--- src/rtl/seq_chunk_add_sub_pkg.sv ---
// Shared definitions for the chunked multi-cycle adder/subtractor:
// FSM state encoding and helpers that derive chunk count and counter width.
package seq_chunk_add_sub_pkg;

    typedef enum logic [1:0] {
        IDLE = 2'd0,
        RUN  = 2'd1,
        DONE = 2'd2
    } state_t;

    // Number of CHUNK-wide slices in a WIDTH-wide operand.
    function automatic int calc_nchunk(input int width, input int chunk);
        return width / chunk;
    endfunction

    // Chunk counter width; kept at least one bit so NCHUNK=1 still has a counter.
    function automatic int calc_cnt_width(input int nchunk);
        return (nchunk > 1) ? $clog2(nchunk) : 1;
    endfunction

endpackage

--- src/rtl/seq_chunk_add_sub_chunk_adder.sv ---
// Combinational CHUNK-bit ripple full adder; the parametrised form of the
// original fixed 8-bit adder. One slice of the sequential carry chain.
module chunk_adder #(
    parameter int CHUNK = 8
) (
    input  logic [CHUNK-1:0] a,
    input  logic [CHUNK-1:0] b,
    input  logic             cin,
    output logic [CHUNK-1:0] sum,
    output logic             cout
);

    logic [CHUNK:0] carry;

    assign carry[0] = cin;

    genvar gi;
    generate
        for (gi = 0; gi < CHUNK; gi++) begin : g_bit
            assign sum[gi]     = a[gi] ^ b[gi] ^ carry[gi];
            assign carry[gi+1] = (a[gi] & b[gi]) | (carry[gi] & (a[gi] ^ b[gi]));
        end
    endgenerate

    assign cout = carry[CHUNK];

endmodule

--- src/rtl/seq_chunk_add_sub.sv ---
// Multi-cycle adder/subtractor: WIDTH-bit operands are processed CHUNK bits
// per cycle, LSB chunk first, through a registered carry. Subtraction is done
// as a + ~b + (1 - cin), so cout=1 in subtract mode means "no borrow".
module seq_chunk_add_sub
    import seq_chunk_add_sub_pkg::*;
#(
    parameter int WIDTH = 32,
    parameter int CHUNK = 8
) (
    input  logic             clk,
    input  logic             rst_n,
    input  logic             in_valid,
    output logic             in_ready,
    input  logic [WIDTH-1:0] a,
    input  logic [WIDTH-1:0] b,
    input  logic             cin,
    input  logic             sub,
    output logic             out_valid,
    input  logic             out_ready,
    output logic [WIDTH-1:0] sum,
    output logic             cout,
    output logic             ovf
);

    localparam int NCHUNK = calc_nchunk(WIDTH, CHUNK);
    localparam int CW     = calc_cnt_width(NCHUNK);
    localparam logic [CW-1:0] LAST_CNT = CW'(NCHUNK - 1);

    generate
        if ((WIDTH % CHUNK) != 0 || CHUNK < 1) begin : g_bad_params
            $error("seq_chunk_add_sub: WIDTH must be a positive multiple of CHUNK");
        end
    endgenerate

    state_t           state_reg;
    logic [WIDTH-1:0] a_sh_reg;
    logic [WIDTH-1:0] b_sh_reg;
    logic [WIDTH-1:0] acc_reg;
    logic [WIDTH-1:0] acc_next;
    logic [WIDTH-1:0] sum_reg;
    logic [CW-1:0]    cnt_reg;
    logic             carry_reg;
    logic             cout_reg;
    logic             ovf_reg;
    logic             out_valid_reg;

    logic [CHUNK-1:0] chunk_sum;
    logic             chunk_cout;

    chunk_adder #(
        .CHUNK (CHUNK)
    ) u_chunk_adder (
        .a    (a_sh_reg[CHUNK-1:0]),
        .b    (b_sh_reg[CHUNK-1:0]),
        .cin  (carry_reg),
        .sum  (chunk_sum),
        .cout (chunk_cout)
    );

    // New result chunk enters the accumulator from the MSB end, so after
    // NCHUNK steps the first (LSB) chunk has reached bit 0.
    generate
        if (NCHUNK == 1) begin : g_acc_single
            assign acc_next = chunk_sum;
        end else begin : g_acc_multi
            assign acc_next = {chunk_sum, acc_reg[WIDTH-1:CHUNK]};
        end
    endgenerate

    // Operands are only taken while idle; no pipelining of operations.
    assign in_ready  = (state_reg == IDLE);
    assign out_valid = out_valid_reg;
    assign sum       = sum_reg;
    assign cout      = cout_reg;
    assign ovf       = ovf_reg;

    // Control FSM, operand shift registers, carry chain and result registers.
    always_ff @(posedge clk or negedge rst_n) begin
        if (!rst_n) begin
            state_reg     <= IDLE;
            a_sh_reg      <= '0;
            b_sh_reg      <= '0;
            acc_reg       <= '0;
            sum_reg       <= '0;
            cnt_reg       <= '0;
            carry_reg     <= 1'b0;
            cout_reg      <= 1'b0;
            ovf_reg       <= 1'b0;
            out_valid_reg <= 1'b0;
        end else begin
            case (state_reg)
                IDLE: begin
                    if (in_valid) begin
                        a_sh_reg  <= a;
                        b_sh_reg  <= sub ? ~b : b;
                        carry_reg <= cin ^ sub;
                        cnt_reg   <= '0;
                        state_reg <= RUN;
                    end
                end
                RUN: begin
                    a_sh_reg  <= a_sh_reg >> CHUNK;
                    b_sh_reg  <= b_sh_reg >> CHUNK;
                    acc_reg   <= acc_next;
                    carry_reg <= chunk_cout;
                    cnt_reg   <= cnt_reg + 1'b1;
                    if (cnt_reg == LAST_CNT) begin
                        // The top chunk of each operand sits in the low slice
                        // now, so its MSB is the operand sign bit.
                        sum_reg       <= acc_next;
                        cout_reg      <= chunk_cout;
                        ovf_reg       <= (a_sh_reg[CHUNK-1] == b_sh_reg[CHUNK-1]) &&
                                         (chunk_sum[CHUNK-1] != a_sh_reg[CHUNK-1]);
                        out_valid_reg <= 1'b1;
                        state_reg     <= DONE;
                    end
                end
                DONE: begin
                    if (out_ready) begin
                        out_valid_reg <= 1'b0;
                        state_reg     <= IDLE;
                    end
                end
                default: begin
                    out_valid_reg <= 1'b0;
                    state_reg     <= IDLE;
                end
            endcase
        end
    end

endmodule

--- config.mk ---
export PLATFORM = sky130hd
export DESIGN_NAME = seq_chunk_add_sub
export DESIGN_NICKNAME = d
export VERILOG_FILES = /design/src/rtl/seq_chunk_add_sub_pkg.sv /design/src/rtl/seq_chunk_add_sub_chunk_adder.sv /design/src/rtl/seq_chunk_add_sub.sv
export SDC_FILE = /design/constraint.sdc
export NUM_CORES = 1
export LEC_CHECK = 0
export BUFFER_PORTS_ARGS = -buffer_cell sky130_fd_sc_hd__buf_2
export CAP_MARGIN = 0
export CORE_MARGIN = 2
export CORE_UTILIZATION = 25
export CTS_CLUSTER_SIZE = 40
export DETAILED_ROUTE_END_ITERATION = 8
export GPL_TIMING_DRIVEN = 0
export PLACE_DENSITY = 0.5
export SYNTH_ARGS = -nofsm -noshare
export SYNTH_HDL_FRONTEND = slang
export SYNTH_HIERARCHICAL = 1
export SYNTH_SLANG_ARGS = --single-unit
--- constraint.sdc ---
create_clock -name clk -period 12 [get_ports clk]
set_clock_uncertainty 0.05 [all_clocks]
set_input_delay 1.2 -clock clk [delete_from_list [all_inputs] [get_ports clk]]
set_output_delay 1.2 -clock clk [all_outputs]
set_load 0.02 [all_outputs]
==> qor.yml <==
cp.required_ns: 12.24
ios: 106
grt_pass1_wl_mm: 25.2
cts_tree: "done"
top_usage_layer: "met2"
power_w: 0.00207
cts.path.max_buffers: 2
wire_per_inst_um: 16.8
grt_overflow: 0
netlist_top_cells_count: "dfrtp_1 (128), mux2_1 (42), a22oi_1 (31)"
synth-edff-count: 0
netlist.top_cell.by_area: "dfrtp_1"
slew_headroom_pct: 61.1
placement.io_buffers: 103
grt_pass1_vias: 4427
status: "finished, final reports clean"
powerDensity_nw_per_um2: 277
synth.cell_area_sq_um: 5890
synth_top_area_share_pct: 54.4
cts_sinks: 128
antenna_found_initial: 0
post-cts-setup-buffer-count: 0
yosys_warnings: 6
hold_viol: 0
synth_fa_ha_area_share_pct: 2.93
cp.arrival_ns: 4.50
dp_hpwl_mm: 11.9
synthTopCellsByArea: "dfrtp_1 (54%), mux2_1 (8.0%), a22oi_1 (4.0%), a221o_1 (3.1%), mux2_2 (3.1%)"
stdcell_area_sq_um: 7470
routed_wl_mm: 15.8
fill_cells: 2384
diodes: 0
met1_usage_pct: 17.8
syn_nets: 563
first_pass_iters: 4
cts-resized-gates: 0
synthMuxAreaShare_pct: 11.1
synth_compound_area_share_pct: 16.9
gp_congestion: 0.823
startpoint_type: "flop"
grt_util_met2_pct: 20.9
die_w_um: 157
yosys.area_share.simple_pct: 5.01
clk_latency_ns: 0.42
drive_gt1_share_pct: 29.2
ys_async_sr_fraction_pct: 100
dpl_cell_area_sq_um: 6840
leakagePower_nw: 3.37
crit_type: "reg -> reg"
synthToLayoutAreaGrowth_pct: 26.8
synth_cells: 484
hold_slack_ns: 0.430
worst_pin_slew_ns: 0.584
drt.antenna.violating_nets: 0
drc: 0
nets: 686
cts_hold_buf: 0
period_minus_slack_ns: 4.26
synth.avg_cell_area_sq_um: 12.2
ys_types: 30
rsz0062_at_grt: "no"
start_util_pct: 25.2
num_rows: 56
end_kind: "flop"
tns_ns: 0
dieArea_sq_um: 24800
max_freq_mhz: 235
min_path_type: "reg -> reg"
viasPerCell: 4.50
multi_input_area_sq_um: 2410
coreArea_sq_um: 23300
cap_violations: 0
cts.clk_slew.worst_paths_ns: 0.06
die_y_um: 157
cp_max_fo: 4
grt_max_degree: 94
grt_use_met3_pct: 3.33
dr_total_vias: 4224
ys_ff_latch: 128
timing.final.crit_share_pct: 35.5
drt_iter0_drc: 226
numCtsBuffers: 17
irDropWorstVdd_mv: 0.0765
synth_most_common_cell: "dfrtp_1"
root_buffer: "clkbuf_16"
synthXorXnorAreaFrac_pct: 4.91
htree_levels: 4
yosysSeqAreaShare_pct: 54.4
maxSlewViolCount: 0
seq_area_sq_um: 3200
grt_util_all_layers_pct: 13.5
synthFlopType: "dfrtp_1"
finalSetupViolCount: 0
synth_top_family_by_area: "compound AO/OA/AOI/OAI gates"
==> worst max-delay path, cell delays in order (launching register included) <==
cell	delay [ns]
dfrtp_1	0.44
fa_1	0.43
inv_1	0.08
fa_1	0.16
inv_1	0.05
fa_1	0.39
fa_1	0.39
fa_1	0.40
fa_1	0.39
fa_1	0.38
inv_1	0.08
fa_1	0.40
inv_1	0.13
and3b_1	0.19
a21oi_1	0.12
o21ai_1	0.07
==> cells by family (layout without fill, tap and decap cells) <==
family | count (synthesis) | after routing
compound gates | 142 | 142
xor+xnor | 33 | 33
fa+ha+maj | 9 | 9
buf+inv | 60 | 196
flops | 128 | 128
mux | 58 | 58
simple gates | 54 | 54
==> stage by stage <==
stage                     instances  setup slack [ns]  utilization (%)
final                           939              7.74             32.0
after global routing            939              7.54             32.0
after CTS                       939              7.75             32.0
after detailed placement        907              7.76             29.3
after global placement          906              7.79             29.2
after floorplan                 484              8.04                -
==> final timing paths <==
| kind | start | endpoint | slack, ns | cells after the start |
|---|---|---|---|---|
| min in group asynchronous | rst_n | sum[8]$_DFFE_PN0P_ | 0.62 | 1 |
| worst min-delay path | acc_reg[11]$_DFFE_PN0P_ | sum[3]$_DFFE_PN0P_ | 0.43 | 1 |
| max in group asynchronous | rst_n | a_sh_reg[17]$_DFFE_PN0P_ | 10.51 | 2 |
| worst min register to register | acc_reg[11]$_DFFE_PN0P_ | sum[3]$_DFFE_PN0P_ | 0.43 | 1 |
| worst max-delay path | a_sh_reg[0]$_DFFE_PN0P_ | ovf$_DFFE_PN0P_ | 7.74 | 15 |
| worst max register to register | a_sh_reg[0]$_DFFE_PN0P_ | ovf$_DFFE_PN0P_ | 7.74 | 15 |
==> report_power, final <==
| part | leakage, nW | internal [W] | switching (W) | total [W] |
|---|---|---|---|---|
| Combinational | 1.45 | 0.000332 | 0.000424 | 0.000757 |
| Clock | 0.307 | 0.000354 | 0.000193 | 0.000546 |
| Sequential | 1.61 | 0.000626 | 0.000137 | 0.000763 |
==> cell usage in the layout (no fill, tap or decap), types with 2 or more instances in the layout <==
cell and instances:
buf_6 3, bufinv_16 4, dfrtp_1 128, xnor2_1 20, a22o_1 17, o21ai_1 25
clkbuf_1 9, clkbuf_16 17, o21ai_0 8, inv_1 20, nor2b_1 26, clkinv_4 4
nor2_1 7, mux2_2 16, a221o_1 18, a22oi_1 31, buf_4 2, nand2_1 14
o211ai_1 7, a21oi_1 26, buf_1 3, nand2b_1 2, mux2_1 42, clkinv_2 3
xor2_1 13, o32ai_1 10, buf_2 127, fa_1 8
==> layer usage <==
metal	share of wire, %	wire length (um)
met1	47	7430
met2	46	7270
met3	4.5	711
met4	2.2	353
met5	0	0
==> area by class of cell <==
type | count | area share, %
Sequential cell | 128 | 42.9
Multi-Input combinational cell | 296 | 32.2
Timing Repair Buffer | 104 | 7.36
Clock buffer | 19 | 5.93
Tap cell | 319 | 5.35
Buffer | 40 | 2.73
Clock inverter | 13 | 2.50
Inverter | 20 | 1.01
No activity file was read; power rests on OpenSTA's default activity.
